[src/rtl/mem_access_stage_pkg.sv]
// Shared types for the load/store stage: operation kinds, FSM states,
// exception codes and small decode helpers.
package mem_access_stage_pkg;

  typedef enum logic [3:0] {
    LSU_NONE = 4'd0,
    LB       = 4'd1,
    LH       = 4'd2,
    LW       = 4'd3,
    LBU      = 4'd4,
    LHU      = 4'd5,
    SB       = 4'd6,
    SH       = 4'd7,
    SW       = 4'd8
  } lsu_op_e;

  typedef enum logic [2:0] {
    IDLE     = 3'd0,
    REQ      = 3'd1,
    WAIT_RSP = 3'd2,
    DRAIN    = 3'd3,
    DONE     = 3'd4
  } lsu_state_e;

  // Codes follow the RISC-V mcause numbering so the trap unit can use them directly.
  typedef enum logic [3:0] {
    NO_EXCEPTION       = 4'd0,
    LOAD_MISALIGNED    = 4'd4,
    LOAD_ACCESS_FAULT  = 4'd5,
    STORE_MISALIGNED   = 4'd6,
    STORE_ACCESS_FAULT = 4'd7
  } exc_type_e;

  function automatic logic is_store(lsu_op_e op);
    return (op == SB) || (op == SH) || (op == SW);
  endfunction

  function automatic logic is_misaligned(lsu_op_e op, logic [1:0] a);
    case (op)
      LH, LHU, SH: return a[0];
      LW, SW:      return a != 2'b00;
      default:     return 1'b0;
    endcase
  endfunction

endpackage

[src/rtl/mem_access_stage_lsu_align.sv]
// Byte-lane steering for stores and extract/extend for loads.
// Purely combinational so the data cache can reuse it later.
module lsu_align
  import mem_access_stage_pkg::*;
#(
  parameter int unsigned XLEN = 32
) (
  input  lsu_op_e          op,
  input  logic [1:0]       addr_lo,
  input  logic [XLEN-1:0]  wdata,
  input  logic [XLEN-1:0]  rdata,
  output logic [XLEN-1:0]  lane_wdata,
  output logic [3:0]       lane_wstrb,
  output logic [XLEN-1:0]  load_data
);

  logic [7:0]  rd_byte;
  logic [15:0] rd_half;

  // Pick the addressed byte/half of the read word, then steer or extend per op.
  always_comb begin
    lane_wdata = '0;
    lane_wstrb = 4'b0000;
    load_data  = '0;
    case (addr_lo)
      2'd0:    rd_byte = rdata[7:0];
      2'd1:    rd_byte = rdata[15:8];
      2'd2:    rd_byte = rdata[23:16];
      default: rd_byte = rdata[31:24];
    endcase
    rd_half = addr_lo[1] ? rdata[31:16] : rdata[15:0];
    case (op)
      SB: begin
        lane_wdata = {4{wdata[7:0]}};
        lane_wstrb = 4'b0001 << addr_lo;
      end
      SH: begin
        lane_wdata = {2{wdata[15:0]}};
        lane_wstrb = 4'b0011 << addr_lo;
      end
      SW: begin
        lane_wdata = wdata;
        lane_wstrb = 4'b1111;
      end
      LB:      load_data = {{(XLEN-8){rd_byte[7]}}, rd_byte};
      LBU:     load_data = {{(XLEN-8){1'b0}}, rd_byte};
      LH:      load_data = {{(XLEN-16){rd_half[15]}}, rd_half};
      LHU:     load_data = {{(XLEN-16){1'b0}}, rd_half};
      LW:      load_data = rdata;
      default: ;
    endcase
  end

endmodule

[src/rtl/mem_access_stage.sv]
// Load/store unit: one data-memory transaction at a time, pipeline stall
// while outstanding, misaligned and access-fault reporting.
//
// state    | meaning
// IDLE     | no access in flight; misaligned ops complete here with no bus access
// REQ      | request presented, payload held until ready
// WAIT_RSP | request accepted, waiting for response or timeout
// DRAIN    | flushed after acceptance; swallow the response, no done
// DONE     | one-cycle completion, load data and exception valid
module mem_access_stage
  import mem_access_stage_pkg::*;
#(
  parameter int unsigned XLEN           = 32,
  parameter int unsigned TIMEOUT_CYCLES = 255
) (
  input  logic             clk_i,
  input  logic             rst_i,
  input  logic             flush_i,
  input  logic             ex_valid_i,
  input  lsu_op_e          mem_op_i,
  input  logic [XLEN-1:0]  addr_i,
  input  logic [XLEN-1:0]  wdata_i,
  output logic             dmem_req_valid_o,
  input  logic             dmem_req_ready_i,
  output logic             dmem_req_we_o,
  output logic [XLEN-1:0]  dmem_req_addr_o,
  output logic [XLEN-1:0]  dmem_req_wdata_o,
  output logic [3:0]       dmem_req_wstrb_o,
  input  logic             dmem_rsp_valid_i,
  input  logic [XLEN-1:0]  dmem_rsp_rdata_i,
  input  logic             dmem_rsp_err_i,
  output logic             lsu_stall_o,
  output logic [XLEN-1:0]  load_data_o,
  output logic             done_o,
  output exc_type_e        exc_type_o,
  output logic [XLEN-1:0]  exc_tval_o
);

  localparam int unsigned CNT_W = (TIMEOUT_CYCLES > 0) ? $clog2(TIMEOUT_CYCLES + 1) : 1;
  localparam logic [CNT_W-1:0] CNT_LAST = CNT_W'(TIMEOUT_CYCLES);

  lsu_state_e       state_q;
  lsu_op_e          op_q;
  logic [XLEN-1:0]  addr_q;
  logic [XLEN-1:0]  wdata_q;
  logic [XLEN-1:0]  rdata_q;
  logic             err_q;
  logic [CNT_W-1:0] cnt_q;

  logic             launch;
  logic             misal;
  logic [CNT_W-1:0] cnt_next;
  logic             timeout_hit;
  logic [XLEN-1:0]  lane_wdata;
  logic [3:0]       lane_wstrb;
  logic [XLEN-1:0]  ext_data;

  assign launch      = (state_q == IDLE) && ex_valid_i && (mem_op_i != LSU_NONE) && !flush_i;
  assign misal       = is_misaligned(mem_op_i, addr_i[1:0]);
  assign cnt_next    = cnt_q + 1'b1;
  // Fires in the TIMEOUT_CYCLES-th response-less cycle after acceptance.
  assign timeout_hit = (TIMEOUT_CYCLES != 0) && (cnt_next == CNT_LAST);

  // Lanes are derived from the registered op so the payload is stable throughout REQ.
  lsu_align #(.XLEN(XLEN)) u_align (
    .op         (op_q),
    .addr_lo    (addr_q[1:0]),
    .wdata      (wdata_q),
    .rdata      (rdata_q),
    .lane_wdata (lane_wdata),
    .lane_wstrb (lane_wstrb),
    .load_data  (ext_data)
  );

  // Transaction sequencing, capture of the access and of its response.
  always_ff @(posedge clk_i) begin
    if (rst_i) begin
      state_q <= IDLE;
      op_q    <= LSU_NONE;
      addr_q  <= '0;
      wdata_q <= '0;
      rdata_q <= '0;
      err_q   <= 1'b0;
      cnt_q   <= '0;
    end else begin
      case (state_q)
        IDLE: begin
          if (launch && !misal) begin
            op_q    <= mem_op_i;
            addr_q  <= addr_i;
            wdata_q <= wdata_i;
            err_q   <= 1'b0;
            cnt_q   <= '0;
            state_q <= REQ;
          end
        end
        REQ: begin
          // An accepted request owes a response, so a simultaneous flush drains it.
          if (dmem_req_ready_i) state_q <= flush_i ? DRAIN : WAIT_RSP;
          else if (flush_i)     state_q <= IDLE;
        end
        WAIT_RSP: begin
          if (dmem_rsp_valid_i) begin
            rdata_q <= dmem_rsp_rdata_i;
            err_q   <= dmem_rsp_err_i;
            state_q <= flush_i ? IDLE : DONE;
          end else if (timeout_hit) begin
            err_q   <= 1'b1;
            state_q <= flush_i ? IDLE : DONE;
          end else begin
            cnt_q <= cnt_next;
            if (flush_i) state_q <= DRAIN;
          end
        end
        DRAIN: begin
          if (dmem_rsp_valid_i || timeout_hit) state_q <= IDLE;
          else                                 cnt_q   <= cnt_next;
        end
        DONE:    state_q <= IDLE;
        default: state_q <= IDLE;
      endcase
    end
  end

  // Bus payload, stall, completion and exception reporting.
  always_comb begin
    dmem_req_valid_o = (state_q == REQ);
    dmem_req_we_o    = (state_q == REQ) && is_store(op_q);
    dmem_req_addr_o  = (state_q == REQ) ? {addr_q[XLEN-1:2], 2'b00} : '0;
    dmem_req_wdata_o = (state_q == REQ) ? lane_wdata : '0;
    dmem_req_wstrb_o = (state_q == REQ) ? lane_wstrb : 4'b0000;
    lsu_stall_o      = (state_q == REQ) || (state_q == WAIT_RSP) || (state_q == DRAIN) ||
                       (launch && !misal);
    done_o           = (state_q == DONE) || (launch && misal);
    load_data_o      = ((state_q == DONE) && !err_q) ? ext_data : '0;
    exc_type_o       = NO_EXCEPTION;
    exc_tval_o       = '0;
    if (launch && misal) begin
      exc_type_o = is_store(mem_op_i) ? STORE_MISALIGNED : LOAD_MISALIGNED;
      exc_tval_o = addr_i;
    end else if ((state_q == DONE) && err_q) begin
      exc_type_o = is_store(op_q) ? STORE_ACCESS_FAULT : LOAD_ACCESS_FAULT;
      exc_tval_o = addr_q;
    end
  end

endmodule

[config.mk]
export PLATFORM = sky130hd
export DESIGN_NAME = mem_access_stage
export DESIGN_NICKNAME = d
export VERILOG_FILES = /design/src/rtl/mem_access_stage_pkg.sv /design/src/rtl/mem_access_stage_lsu_align.sv /design/src/rtl/mem_access_stage.sv
export SDC_FILE = /design/constraint.sdc
export NUM_CORES = 1
export LEC_CHECK = 0
export ABC_AREA = 1
export CORE_ASPECT_RATIO = 1.75
export CORE_MARGIN = 2
export CORE_UTILIZATION = 41
export DETAILED_ROUTE_END_ITERATION = 10
export PLACE_DENSITY = 0.8
export SLEW_MARGIN = 25
export SYNTH_ARGS = -nofsm -noshare
export SYNTH_HDL_FRONTEND = slang
export SYNTH_HIERARCHICAL = 1
export SYNTH_SLANG_ARGS = --single-unit
[constraint.sdc]
create_clock -name clk_i -period 1.7 [get_ports clk_i]
set_input_delay 0.34 -clock clk_i [delete_from_list [all_inputs] [get_ports clk_i]]
set_output_delay 0.34 -clock clk_i [all_outputs]
set_load 0.005 [all_outputs]
==> reports/qor.txt <==
Placed wire-length estimate - 18.0 mm
Tightest Hold Check Type - in2reg
Placed Cells - 1,655
Max Clk Rate - 0.422 GHz
Worst vdd ir - 0.575 mV
Design Area, Final - 12,600 µm²
Vias per inst - 5.46
Capture point of the worst reg-to-reg path - state_q[1]
Final Hold Vio Count - 0
Area after DPL - 10,200 µm²
Pins Over Slew Limit - 0
Antenna Nets Post-Route - 0
Max FO, Critical Path - 7
Crit Reg-Reg Startpoint - state_q[0]
Maximum number of pins on one net before global-route repair - 43
Post-synth ARST share - 0%
Initial detailed-routing violation count - 691
CTS Sinks - 112
Synth Area in Adders - 0.363%
CTS Root Buffer Type - clkbuf_16
DIE AREA - 17,900 µm²
Leak pwr - 5.81 nW
First-pass GRT wire length - 45.0 mm
Reg2reg setup slack - -270 ps
Outcome - finished with violations
CP Launch Point - state_q[2]
Max Cap Viol - 0
Yosys top cell area share - 32.5%
Clk_lat worst skew - 360 ps
CTS buffer count - 9
Congestion Overflow GR - 0
Nets@finish - 1,648
FF+latch area - 2270 µm²
Multi-input gate area - 4940 µm²
Fill count - 1,135
Setup-failing EPs final - 149
CP bufs+invs - 6
Core Util, Final - 76.4%
Hold_buf cts - 0
Gp weighted congestion - 0.876
Setup crit end kind - output port
Share of cells above drive strength 1 - 43.4%
Biggest cell delay along the critical path - 350 ps
Via Count - 9,651
Critical Path RT - 1360 ps
Compound-gate portion of the synthesized area - 15.5%
Register bit count reported by yosys - 112
Finished Layout Cells - 1,768
Slew headroom - 65.4%
Post-Synthesis Mean Instance Area - 5.96 µm²
Core area - 16,400 µm²
Synth warn - 6
CTS max path bufs - 2
Main combinational cell family by area after synthesis - simple AND/OR/NAND/NOR gates
Stages on worst setup path - 12
Mux contribution to synthesized area - 0%
CTS tree - built
Crit path to - exc_tval_o[3]
Critical Path Slowest Stage Cell - dfxtp_2
Clock skew - 14.6 ps
RSZ-0062 raised after global routing - yes
Synth area leader - dfxtp_1
Dominant cells by area after synthesis - dfxtp_1, nand2_1, nor2_1, nand3_1, inv_1
Vias in the first global route - 9,014
Final setup margin - -672 ps
Synth Flop Type - dfxtp_1
Power Density - 864 nW/µm²
Initial core utilization - 41.9%
I/O Buffers - 243
Simple-gate area share of the yosys netlist - 36.9%
Routed wire length - 33.3 mm
Clock transition at the registers of the reported paths - 90 ps
Failing checks - negative setup slack
# DRC - 0
EDFF count, synth - 0
Routed length per instance - 18.8 µm
GRT Util Overall - 31.9%
Cells after Synth - 1,156
Die H - 176 µm
Pre-antenna DRT Iters - 5
Die Wd - 102 µm
IO Pins - 247
Depth of the most critical reg-to-reg path - 14
Crit path max-delay family - buffers and inverters
# H-tree levels - 3
CP arrival - 2030 ps
Num rows - 62
Worst-margin pin slew - 519 ps
Worst setup SP type - flip-flop
Part of the cycle the worst path needs - 140%
Crit-path cells - nor2_4 > nand2_2 > a211oi_2 > nand3_2 > inv_4 > buf_6 > buf_12 > buf_12 > buf_4 > nand2_2 > o21ai_1 > buf_2
Yosys cell types - 32
Number of diodes - 0
Area Growth Syn to Fin - 82.2%
Initial antenna violation count - 0
Synth Area in XOR/XNOR - 0%
Total power draw - 10.9 mW
Critical setup path kind - reg2out
Final worst path period need - 2370 ps
Post-Synthesis Cell Area - 6890 µm²
Worst hold margin - 316 ps
Seq/Total Area, Yosys - 32.5%
## registers in the layout, summed over array words and instances (netlist names)
register  flops
cnt_q         8
err_q         1
wdata_q      32
rdata_q      32
state_q       3
addr_q       32
op_q          4
## cell type report
type,count,area share (%)
inverters,160,4.94
clock buffers,9,1.79
multi-input cells,812,39.3
well taps,224,2.23
flip-flops and latches,112,18.1
clock inverters,7,0.488
repair buffers,444,33.1
## where the power goes
| part | internal [mW] | switching, mW |
|---|---|---|
| clock | 1.03 | 1.13 |
| sequential | 3.01 | 0.285 |
| combinational | 2.40 | 3.00 |
## through the flow
stage | worst slack, ps | setup TNS (ps)
after floorplan | 34.1 | 0
after global placement | -950 | -117830
after detailed placement | -1040 | -122810
after CTS | -712 | -64340
after global routing | -755 | -84860
final | -672 | -74540
## per-layer routing
metal	wire, µm	global-route usage (%)	up-vias
met4	2810	21.1	0
met1	10700	31.8	4440
met3	2440	5.17	186
met5	0	0	-
li1	-	-	4422
met2	17300	58.6	603
## worst min-delay path by stage
stage                start  endpoint  slack [ps]  cells after the start
2_1_floorplan        err_q     err_q         440                      2
3_3_place_gp         err_q     err_q         460                      2
3_5_place_dp         err_q     err_q         460                      2
4_1_cts              err_q     err_q         480                      2
5_1_grt        mem_op_i[2]   op_q[2]         340                      3
6_report       mem_op_i[2]   op_q[2]         320                      3
## layout by cell type (no fill, tap or decap), types with 4 or more instances in the layout
| cell | netlist | routed |
|---|---|---|
| nand2_1 | 238 | 153 |
| inv_1 | 153 | 123 |
| nor2_1 | 193 | 118 |
| buf_2 | 20 | 114 |
| dfxtp_1 | 112 | 99 |
| clkdlybuf4s50_1 | 0 | 99 |
| buf_4 | 13 | 96 |
| nand3_1 | 141 | 95 |
| buf_6 | 6 | 77 |
| a21oi_1 | 82 | 69 |
| o21ai_1 | 2 | 60 |
| nand2_2 | 3 | 54 |
| nor2_4 | 2 | 47 |
| nand3_2 | 1 | 45 |
| nor2_2 | 6 | 36 |
| nand2_4 | 4 | 35 |
| o21ai_0 | 114 | 33 |
| inv_2 | 5 | 30 |
| buf_12 | 0 | 22 |
| o21ai_2 | 0 | 21 |
| a21oi_2 | 0 | 12 |
| clkbuf_16 | 0 | 12 |
| buf_8 | 0 | 10 |
| dfxtp_2 | 0 | 9 |
| buf_16 | 0 | 8 |
| nand4_1 | 7 | 7 |
| clkbuf_2 | 0 | 6 |
| nand2_8 | 0 | 5 |
| inv_8 | 0 | 4 |
| o211ai_1 | 4 | 4 |
| dfxtp_4 | 0 | 4 |
## cells by family (layout without fill, tap and decap cells)
kind of cell,Yosys count,after routing
buf+inv,236,620
compound gates,206,206
flops,112,112
simple gates,599,601
fa+ha+maj,2,2
other cells,1,3
## worst reg2reg max path: stages (launching register included)
cell      delay [ps]
dfxtp_2          370
buf_6            110
buf_6             90
inv_4             30
nor3_4           250
clkinv_4         180
buf_12           170
buf_8            130
buf_6            130
buf_4            130
o21ai_2           90
inv_1             50
nand2_1           50
nand2_1           40
nor2_1            90
## Yosys cell counts (2+ instances only)
library cell    n
nand2_1       238
nor2_1        193
inv_1         153
nand3_1       141
o21ai_0       114
dfxtp_1       112
a21oi_1        82
clkbuf_1       36
buf_2          20
buf_4          13
nand4_1         7
buf_6           6
nor2_2          6
inv_2           5
nand2_4         4
o211ai_1        4
nand2_2         3
ha_1            2
nor2_4          2
o21ai_1         2
o21bai_2        2
## what timing repair did
item	CTS	global route
pin swaps	57	95
setup buffers	56	38
cloned	16	5
setup endpoints to repair	216	218
hold endpoints to repair	0	0
gates resized for setup	746	415
Note: power is estimated with default switching activity, not from simulation.
